[src/rtl/voice_allocator_pkg.sv]
// Shared defaults and FSM encoding for the polyphonic voice allocator.
// Imported by the allocator top and its per-voice slot.
package voice_allocator_pkg;

  localparam int DEF_NUM_VOICES = 7;
  localparam int DEF_NOTE_W     = 7;
  localparam int DEF_AGE_W      = 3;

  typedef enum logic [1:0] {
    ST_IDLE   = 2'd0,
    ST_SCAN   = 2'd1,
    ST_COMMIT = 2'd2
  } state_t;

  // Voice index width; never narrower than one bit even for a single voice.
  function automatic int idx_w(input int n);
    return (n > 1) ? $clog2(n) : 1;
  endfunction

endpackage

[src/rtl/voice_allocator_slot.sv]
// One oscillator voice: enable/note/age state plus the note compare used by the scan.
// Clear (panic) beats set, set beats release, release beats ageing.
module voice_allocator_slot
  import voice_allocator_pkg::*;
#(
  parameter int NOTE_W = DEF_NOTE_W,
  parameter int AGE_W  = DEF_AGE_W
) (
  input  logic              clk,
  input  logic              rst,
  input  logic              clr,
  input  logic              set,
  input  logic              rel,
  input  logic              inc,
  input  logic [NOTE_W-1:0] ev_note,
  output logic              en,
  output logic [NOTE_W-1:0] note,
  output logic [AGE_W-1:0]  age,
  output logic              match
);

  localparam logic [AGE_W-1:0] AGE_MAX = '1;

  logic              en_reg;
  logic [NOTE_W-1:0] note_reg;
  logic [AGE_W-1:0]  age_reg;

  always_ff @(posedge clk or posedge rst) begin
    if (rst) begin
      en_reg   <= 1'b0;
      note_reg <= '0;
      age_reg  <= '0;
    end else if (clr) begin
      en_reg  <= 1'b0;
      age_reg <= '0;
    end else if (set) begin
      en_reg   <= 1'b1;
      note_reg <= ev_note;
      age_reg  <= '0;
    end else if (rel) begin
      en_reg  <= 1'b0;
      age_reg <= '0;
    end else if (inc && en_reg && (age_reg != AGE_MAX)) begin
      // Only sounding voices age; the count saturates rather than wrapping.
      age_reg <= age_reg + 1'b1;
    end
  end

  assign en    = en_reg;
  assign note  = note_reg;
  assign age   = age_reg;
  assign match = en_reg && (note_reg == ev_note);

endmodule

[src/rtl/voice_allocator.sv]
// Polyphony controller: scans voices one per cycle, then commits retrigger, free-voice
// allocation or oldest-voice steal for note-on, or release for note-off.
module voice_allocator
  import voice_allocator_pkg::*;
#(
  parameter int NUM_VOICES = DEF_NUM_VOICES,
  parameter int NOTE_W     = DEF_NOTE_W,
  parameter int AGE_W      = DEF_AGE_W
) (
  input  logic                         clk_i,
  input  logic                         rst_i,
  input  logic                         evValid_i,
  output logic                         evReady_o,
  input  logic                         evNoteOn_i,
  input  logic [NOTE_W-1:0]            evNote_i,
  input  logic                         panic_i,
  output logic [NUM_VOICES-1:0]        voiceEn_o,
  output logic [NUM_VOICES*NOTE_W-1:0] voiceNote_o,
  output logic [NUM_VOICES-1:0]        voiceTrig_o,
  output logic                         busy_o
);

  localparam int               IDX_W    = idx_w(NUM_VOICES);
  localparam logic [IDX_W-1:0] LAST_IDX = IDX_W'(NUM_VOICES - 1);

  state_t            state_reg;
  logic              ready_reg;
  logic [IDX_W-1:0]  idx_reg;
  logic              ev_on_reg;
  logic [NOTE_W-1:0] ev_note_reg;
  logic              match_found_reg, free_found_reg, old_valid_reg;
  logic [IDX_W-1:0]  match_idx_reg, free_idx_reg, old_idx_reg;
  logic [AGE_W-1:0]  old_age_reg;
  logic [NUM_VOICES-1:0] trig_reg;

  logic [NUM_VOICES-1:0] slot_en, slot_match, set_vec, rel_vec, trig_next;
  logic [AGE_W-1:0]      slot_age  [NUM_VOICES];
  logic [NOTE_W-1:0]     slot_note [NUM_VOICES];
  logic                  inc_all;
  logic [IDX_W-1:0]      alloc_idx;

  genvar gi;
  generate
    for (gi = 0; gi < NUM_VOICES; gi++) begin : g_slot
      voice_allocator_slot #(
        .NOTE_W (NOTE_W),
        .AGE_W  (AGE_W)
      ) u_slot (
        .clk     (clk_i),
        .rst     (rst_i),
        .clr     (panic_i),
        .set     (set_vec[gi]),
        .rel     (rel_vec[gi]),
        .inc     (inc_all),
        .ev_note (ev_note_reg),
        .en      (slot_en[gi]),
        .note    (slot_note[gi]),
        .age     (slot_age[gi]),
        .match   (slot_match[gi])
      );
      assign voiceNote_o[gi*NOTE_W +: NOTE_W] = slot_note[gi];
    end
  endgenerate

  // Commit decoder: only active during the COMMIT cycle and suppressed by panic.
  always_comb begin
    set_vec   = '0;
    rel_vec   = '0;
    trig_next = '0;
    inc_all   = 1'b0;
    alloc_idx = free_found_reg ? free_idx_reg : old_idx_reg;
    if (state_reg == ST_COMMIT && !panic_i) begin
      if (ev_on_reg) begin
        if (match_found_reg) begin
          trig_next[match_idx_reg] = 1'b1;
        end else if (free_found_reg || old_valid_reg) begin
          set_vec[alloc_idx]   = 1'b1;
          trig_next[alloc_idx] = 1'b1;
          inc_all              = 1'b1;
        end
      end else if (match_found_reg) begin
        rel_vec[match_idx_reg] = 1'b1;
      end
    end
  end

  always_ff @(posedge clk_i or posedge rst_i) begin
    if (rst_i) begin
      state_reg       <= ST_IDLE;
      ready_reg       <= 1'b1;
      idx_reg         <= '0;
      ev_on_reg       <= 1'b0;
      ev_note_reg     <= '0;
      match_found_reg <= 1'b0;
      free_found_reg  <= 1'b0;
      old_valid_reg   <= 1'b0;
      match_idx_reg   <= '0;
      free_idx_reg    <= '0;
      old_idx_reg     <= '0;
      old_age_reg     <= '0;
      trig_reg        <= '0;
    end else begin
      trig_reg <= '0;
      if (panic_i) begin
        // A handshake coinciding with panic is consumed and dropped here.
        state_reg <= ST_IDLE;
        ready_reg <= 1'b1;
        idx_reg   <= '0;
      end else begin
        case (state_reg)
          ST_IDLE: begin
            // Ready returns one cycle after commit, while the trigger pulse is out.
            if (!ready_reg) begin
              ready_reg <= 1'b1;
            end else if (evValid_i) begin
              ev_on_reg       <= evNoteOn_i;
              ev_note_reg     <= evNote_i;
              match_found_reg <= 1'b0;
              free_found_reg  <= 1'b0;
              old_valid_reg   <= 1'b0;
              match_idx_reg   <= '0;
              free_idx_reg    <= '0;
              old_idx_reg     <= '0;
              old_age_reg     <= '0;
              idx_reg         <= '0;
              ready_reg       <= 1'b0;
              state_reg       <= ST_SCAN;
            end
          end
          ST_SCAN: begin
            if (!match_found_reg && slot_match[idx_reg]) begin
              match_found_reg <= 1'b1;
              match_idx_reg   <= idx_reg;
            end
            if (!free_found_reg && !slot_en[idx_reg]) begin
              free_found_reg <= 1'b1;
              free_idx_reg   <= idx_reg;
            end
            // Strict compare keeps the lowest index among equally old voices.
            if (slot_en[idx_reg] && (!old_valid_reg || slot_age[idx_reg] > old_age_reg)) begin
              old_valid_reg <= 1'b1;
              old_idx_reg   <= idx_reg;
              old_age_reg   <= slot_age[idx_reg];
            end
            if (idx_reg == LAST_IDX) begin
              state_reg <= ST_COMMIT;
            end else begin
              idx_reg <= idx_reg + 1'b1;
            end
          end
          ST_COMMIT: begin
            trig_reg  <= trig_next;
            state_reg <= ST_IDLE;
          end
          default: state_reg <= ST_IDLE;
        endcase
      end
    end
  end

  assign evReady_o   = ready_reg;
  assign busy_o      = !ready_reg;
  assign voiceEn_o   = slot_en;
  assign voiceTrig_o = trig_reg;

endmodule

[config.mk]
export PLATFORM = sky130hd
export DESIGN_NAME = voice_allocator
export DESIGN_NICKNAME = d
export VERILOG_FILES = /design/src/rtl/voice_allocator_pkg.sv /design/src/rtl/voice_allocator_slot.sv /design/src/rtl/voice_allocator.sv
export SDC_FILE = /design/constraint.sdc
export NUM_CORES = 1
export LEC_CHECK = 0
export ABC_AREA = 1
export CAP_MARGIN = 20
export CORE_ASPECT_RATIO = 1.25
export CORE_UTILIZATION = 35
export CTS_CLUSTER_DIAMETER = 100
export DETAILED_ROUTE_END_ITERATION = 16
export PLACE_DENSITY = 0.62
export SYNTH_ARGS = -nofsm -noshare
export SYNTH_HDL_FRONTEND = slang
export SYNTH_HIERARCHICAL = 1
export SYNTH_SLANG_ARGS = --single-unit
export TNS_END_PERCENT = 1
[constraint.sdc]
create_clock -name clk_i -period 2.6 [get_ports clk_i]
set_input_delay 0.78 -clock clk_i [delete_from_list [all_inputs] [get_ports clk_i]]
set_output_delay 0.78 -clock clk_i [all_outputs]
set_load 0.02 [all_outputs]
==> results.yml <==
sta:
  setup_viol: 0
  worstMarginPinSlew_ns: 0.6588
  report.final.slew_viol_count: 0
  fin_crit_sh: 0.9281
  timing.clock.skew_ns: 0.01090
  fmax_mhz: 414.4
  hold_violations: 0
  hold-worst-slack_ns: 0.4720
  slew_headroom: 0.5608
  grt_setup_unrepaired: "no"
  period_minus_slack_ns: 2.413
  worst_slack_ns: 0.1870
worst_setup_path:
  r2r_start: "idx_reg[0]"
  path_max_fanout: 15
  cp.arrival_ns: 2.72
  criticalPathCategory: "input pin to flip-flop"
  cp-start-kind: "input pin"
  required_ns: 2.90
  critPathLaunch: "panic_i"
  critPathCaptureType: "flip-flop"
detailed_routing:
  wl_per_cell_um: 13.34
  ant_nets: 0
  routed_wl_um: 17170
  dr.first_iter.drc_count: 365
  drt_drc_violations_left: 0
  vias: 5946
  avgViaCountPerCell: 4.620
  drtPass1Iterations: 5
synth:
  synth_async_sr_flop_share: 1.000
  synth.avg_cell_area_um2: 7.259
  synth_edf_count: 0
  netlist_instances: 933
  synth_area_leaders: "dfrtp_1, nand2_1, inv_1"
  netlist.area_leader.share: 0.4138
  synth-seq-cells: 113
  synth_flop_cell: "dfrtp_1"
  synth_largest_area_cell: "dfrtp_1"
  ys_types: 32
  netlist_area_um2: 6773
  yosysWarningCount: 6
  synthesis.nets: 964
  synth_seq_area_share: 0.4177
floorplanning:
  dieArea_um2: 19910
  io_pins: 77
  die_x_um: 126.4
  dieHeight_um: 157.5
  row_count: 56
  start_util: 0.3593
  core_area_um2: 18850
cells_and_area:
  syn_to_final_growth_pct: 27.14
  final_common_cell: "nand2_1"
  largest_register_ffs: 49
  most-common-layout-cells: "nand2_1, inv_1, dfrtp_1"
  drive_gt1_frac: 0.1763
  nets: 1073
  antenna_cells: 0
global_routing:
  track_usage: 0.1870
  grt_pass1_wl_um: 28590
  antenna_found_initial: 0
  grt_pass1_vias: 5688
  grt_overflow: 0
  grt_max_degree: 34
clock_network:
  postCtsSetupBuffers: 0
  clk_pin_slew_ns: 0.06
  h-tree-depth: 4
  clockRootBuffer: "clkbuf_16"
  clkLatencyLatePin_ns: 0.43
  hold_buffers: 0
  cts_tree: "built"
  ctsResizeCount: 0
  cts_made_buffers: 17
  cts_sinks: 113
  ctsLongestPathBuffers: 2
power_and_ir_drop:
  p_leak_nw: 4.203
  power.density_nw_per_um2: 749.5
  ir_worst_vdd_uv: 444.2
place:
  pre_cts_slack_ns: -0.2595
  dpl.hpwl_um: 12860
  place.gp.congestion: 0.8334
  io_buffers: 76
min_path:
  hold_path_class: "flip-flop to flip-flop"
  hp-start: "old_age_reg[2]"
run:
  cap_violations: 0
status:
  status: "complete, no violations"
[layout make-up]
type / count / area, µm²
Fill cell: 1860 / 10240
Inverter: 178 / 670.6
Timing Repair Buffer: 103 / 1026
Multi-Input combinational cell: 629 / 3157
Tap cell: 232 / 290.3
Sequential cell: 113 / 2829
Clock buffer: 20 / 456.7
Clock inverter: 12 / 181.4
[power by group]
part           internal [W]  switching, W
logic              0.000627       0.00113
registers           0.00188      0.000289
clock network       0.00166      0.000866
total               0.00417       0.00229
[routing by layer]
| layer | track usage | wire length, µm | vias to the layer above | share of wire |
|---|---|---|---|---|
| met5 | 0 | 0 | - | 0 |
| met4 | 0.07631 | 353 | 0 | 0.021 |
| met3 | 0.03229 | 558 | 20 | 0.033 |
| met2 | 0.3173 | 8447 | 99 | 0.49 |
| met1 | 0.2355 | 7808 | 2761 | 0.45 |
| li1 | - | - | 3066 | - |
[metrics by stage]
| stage | total power, W | std cells | TNS, ns | utilization | cell area (µm²) |
|---|---|---|---|---|---|
| 2_1_floorplan | 0.003355 | 933 | 0 | - | 6773 |
| 3_3_place_gp | 0.003942 | 1255 | -4.141 | 0.4225 | 7963 |
| 3_5_place_dp | 0.003967 | 1255 | -6.169 | 0.4225 | 7963 |
| 4_1_cts | 0.006513 | 1287 | 0 | 0.4563 | 8601 |
| 5_1_grt | 0.006877 | 1287 | 0 | 0.4569 | 8611 |
| 6_report | 0.006453 | 1287 | 0 | 0.4569 | 8611 |
[worst max-delay path, stage by stage]
cell and delay (ns):
clkdlybuf4s50_1 0.44, nor3_2 0.23, nand2_2 0.10, nor2_2 0.21
nand3_1 0.15, nor2_1 0.27, nand2_2 0.28, nor2_1 0.21
a21oi_2 0.05
[cell usage after synthesis, types with 4 or more instances]
library cell  count
nor3_1            5
nand3_2           6
ha_1             19
buf_6             9
mux2_2            7
nand3_1          52
inv_2            26
nor2_1           72
a21oi_2           5
nand2_2          20
o22ai_1           4
nor2_4            6
dfrtp_1         112
o21ai_1          27
o21ai_0           7
nor2_2           17
o32ai_1           4
o21ai_2          36
nand2_1         330
inv_1           151
[final timing paths]
path                                            end  slack, ns  depth (start not counted)
setup / recovery           g_slot[2].u_slot/note[2]       0.19                          9
hold / removal                       old_age_reg[2]       0.47                          2
setup reg to reg                     old_idx_reg[1]       0.27                         16
hold reg to reg                      old_age_reg[2]       0.47                          2
max in group asynchronous                 evReady_o       1.13                          3
min in group asynchronous            ev_note_reg[5]       0.95                          2
[cells by family after synthesis]
family / Yosys count / share of synthesized area
and+or+nand+nor: 513 / 0.3235
buffers and inverters: 191 / 0.1177
DFF: 113 / 0.4177
AOI/OAI and AO/OA: 89 / 0.09292
adders and majority gates: 19 / 0.03510
muxes: 8 / 0.01312
(Power assumes the default switching activity.)
==> patch (config.mk and constraints unchanged) <==
Reset style: synchronous (`rst` and `rst_i`), changed in 2 clocked blocks.
--- a/src/rtl/voice_allocator_slot.sv
+++ b/src/rtl/voice_allocator_slot.sv
@@ -27,3 +27,3 @@
 
-  always_ff @(posedge clk or posedge rst) begin
+  always_ff @(posedge clk) begin
     if (rst) begin
--- a/src/rtl/voice_allocator.sv
+++ b/src/rtl/voice_allocator.sv
@@ -86,3 +86,3 @@
 
-  always_ff @(posedge clk_i or posedge rst_i) begin
+  always_ff @(posedge clk_i) begin
     if (rst_i) begin
Check against the original RTL: differs if rst_i is asserted again (counterexample within 4 cycles, from zero or initial values and one cycle with rst_i high); with rst_i held inactive, the same outputs for 4 cycles.
==> patch against the original RTL <==
- sequential cell count is the same
- area after synthesis shrank 9.1%
- cell area shrank 7.9%
- routed wire length shrank 3.2%
- largest cell class unchanged
- highest routed layer is now met5
- setup slack gained 0.049 ns
- die area shrank 8.9%
- register-to-register slack lost 0.03 ns
- global-route usage grew 0.67 points
Power is not compared: it rests on default switching activity, and its combinational part moved more than twofold at a synthesized area within 25%.
==> patch: results (changes against the original RTL) <==
metric,value,unit,change
grtUsageMet1,23.6,%,+0.068 points
outcome,finished clean,,
grt_pass1_vias,5660,,-0.49%
wl_met2,7.86,mm,-7.0%
place_area,7310,sq um,-8.2%
ys_top_cells_by_count,"229 x nand2_1, 145 x nor2_1, 124 x inv_1",,
fin_hold_ws,0.477,ns,+0.00491 ns
hold_end,old_idx_reg[0]$_SDFFE_PP0P_,,
wl_met3,604,um,+8.2%
antenna_found_initial,1,,+1
top_layer,met5,,
worstHoldStart,old_idx_reg[0]$_SDFFE_PP0P_,,
track_usage,19.4,%,+0.67 points
grt_max_degree,33,,-2.9%
nNetsFinal,1080,,+0.65%
cp_top_family,buffers and inverters,,
tightest_slew,0.448,ns,-0.211 ns
skew,0.00685,ns,-0.00405 ns
met3_usage,3.75,%,+0.52 points
met2_usage,32.4,%,+0.66 points
wl_per_cell,13.0,um,-2.7%
wirelength,16.6,mm,-3.2%
worst_ep_arrival_time,1.58,ns,-1.14 ns
r2r-start,idx_reg[0]$_SDFFE_PP0P_,,
critPathMaxFanout,7,,-8
place_hpwl,12.3,mm,-4.5%
[patch: report_power, final]
group	leakage (nW)	switching (mW)	internal, mW
registers	0.914	0.0156	1.76
clock network	0.304	0.780	1.60
logic	1.96	0.234	0.128
[patch: worst max path at each step]
stage	to
global placement	old_age_reg[1]$_SDFFE_PP0P_
finish	voiceEn_o[1]
CTS	old_idx_reg[2]$_SDFFE_PP0P_
global route	old_idx_reg[2]$_SDFFE_PP0P_
floorplan	g_slot[0].u_slot/age[0]$_SDFFE_PP0P_
detailed placement	g_slot[4].u_slot/note[4]$_SDFFE_PP0P_
[patch: layout make-up]
class,instances,area [sq um]
clock inverter,4,70.1
multi-input combinational,666,3200
sequential,113,2260
fill,1760,9110
clock buffer,26,539
timing repair buffer,109,1040
inverter,142,544
tap,220,275
[patch: kinds of logic after synthesis]
logic type      count (synthesis)  share of synthesized area, %
compound gates                166                          14.4
xor+xnor                        7                         0.995
fa+ha+maj                      19                          3.86
buf+inv                       159                          11.4
flops                         113                          36.7
simple gates                  474                          32.6
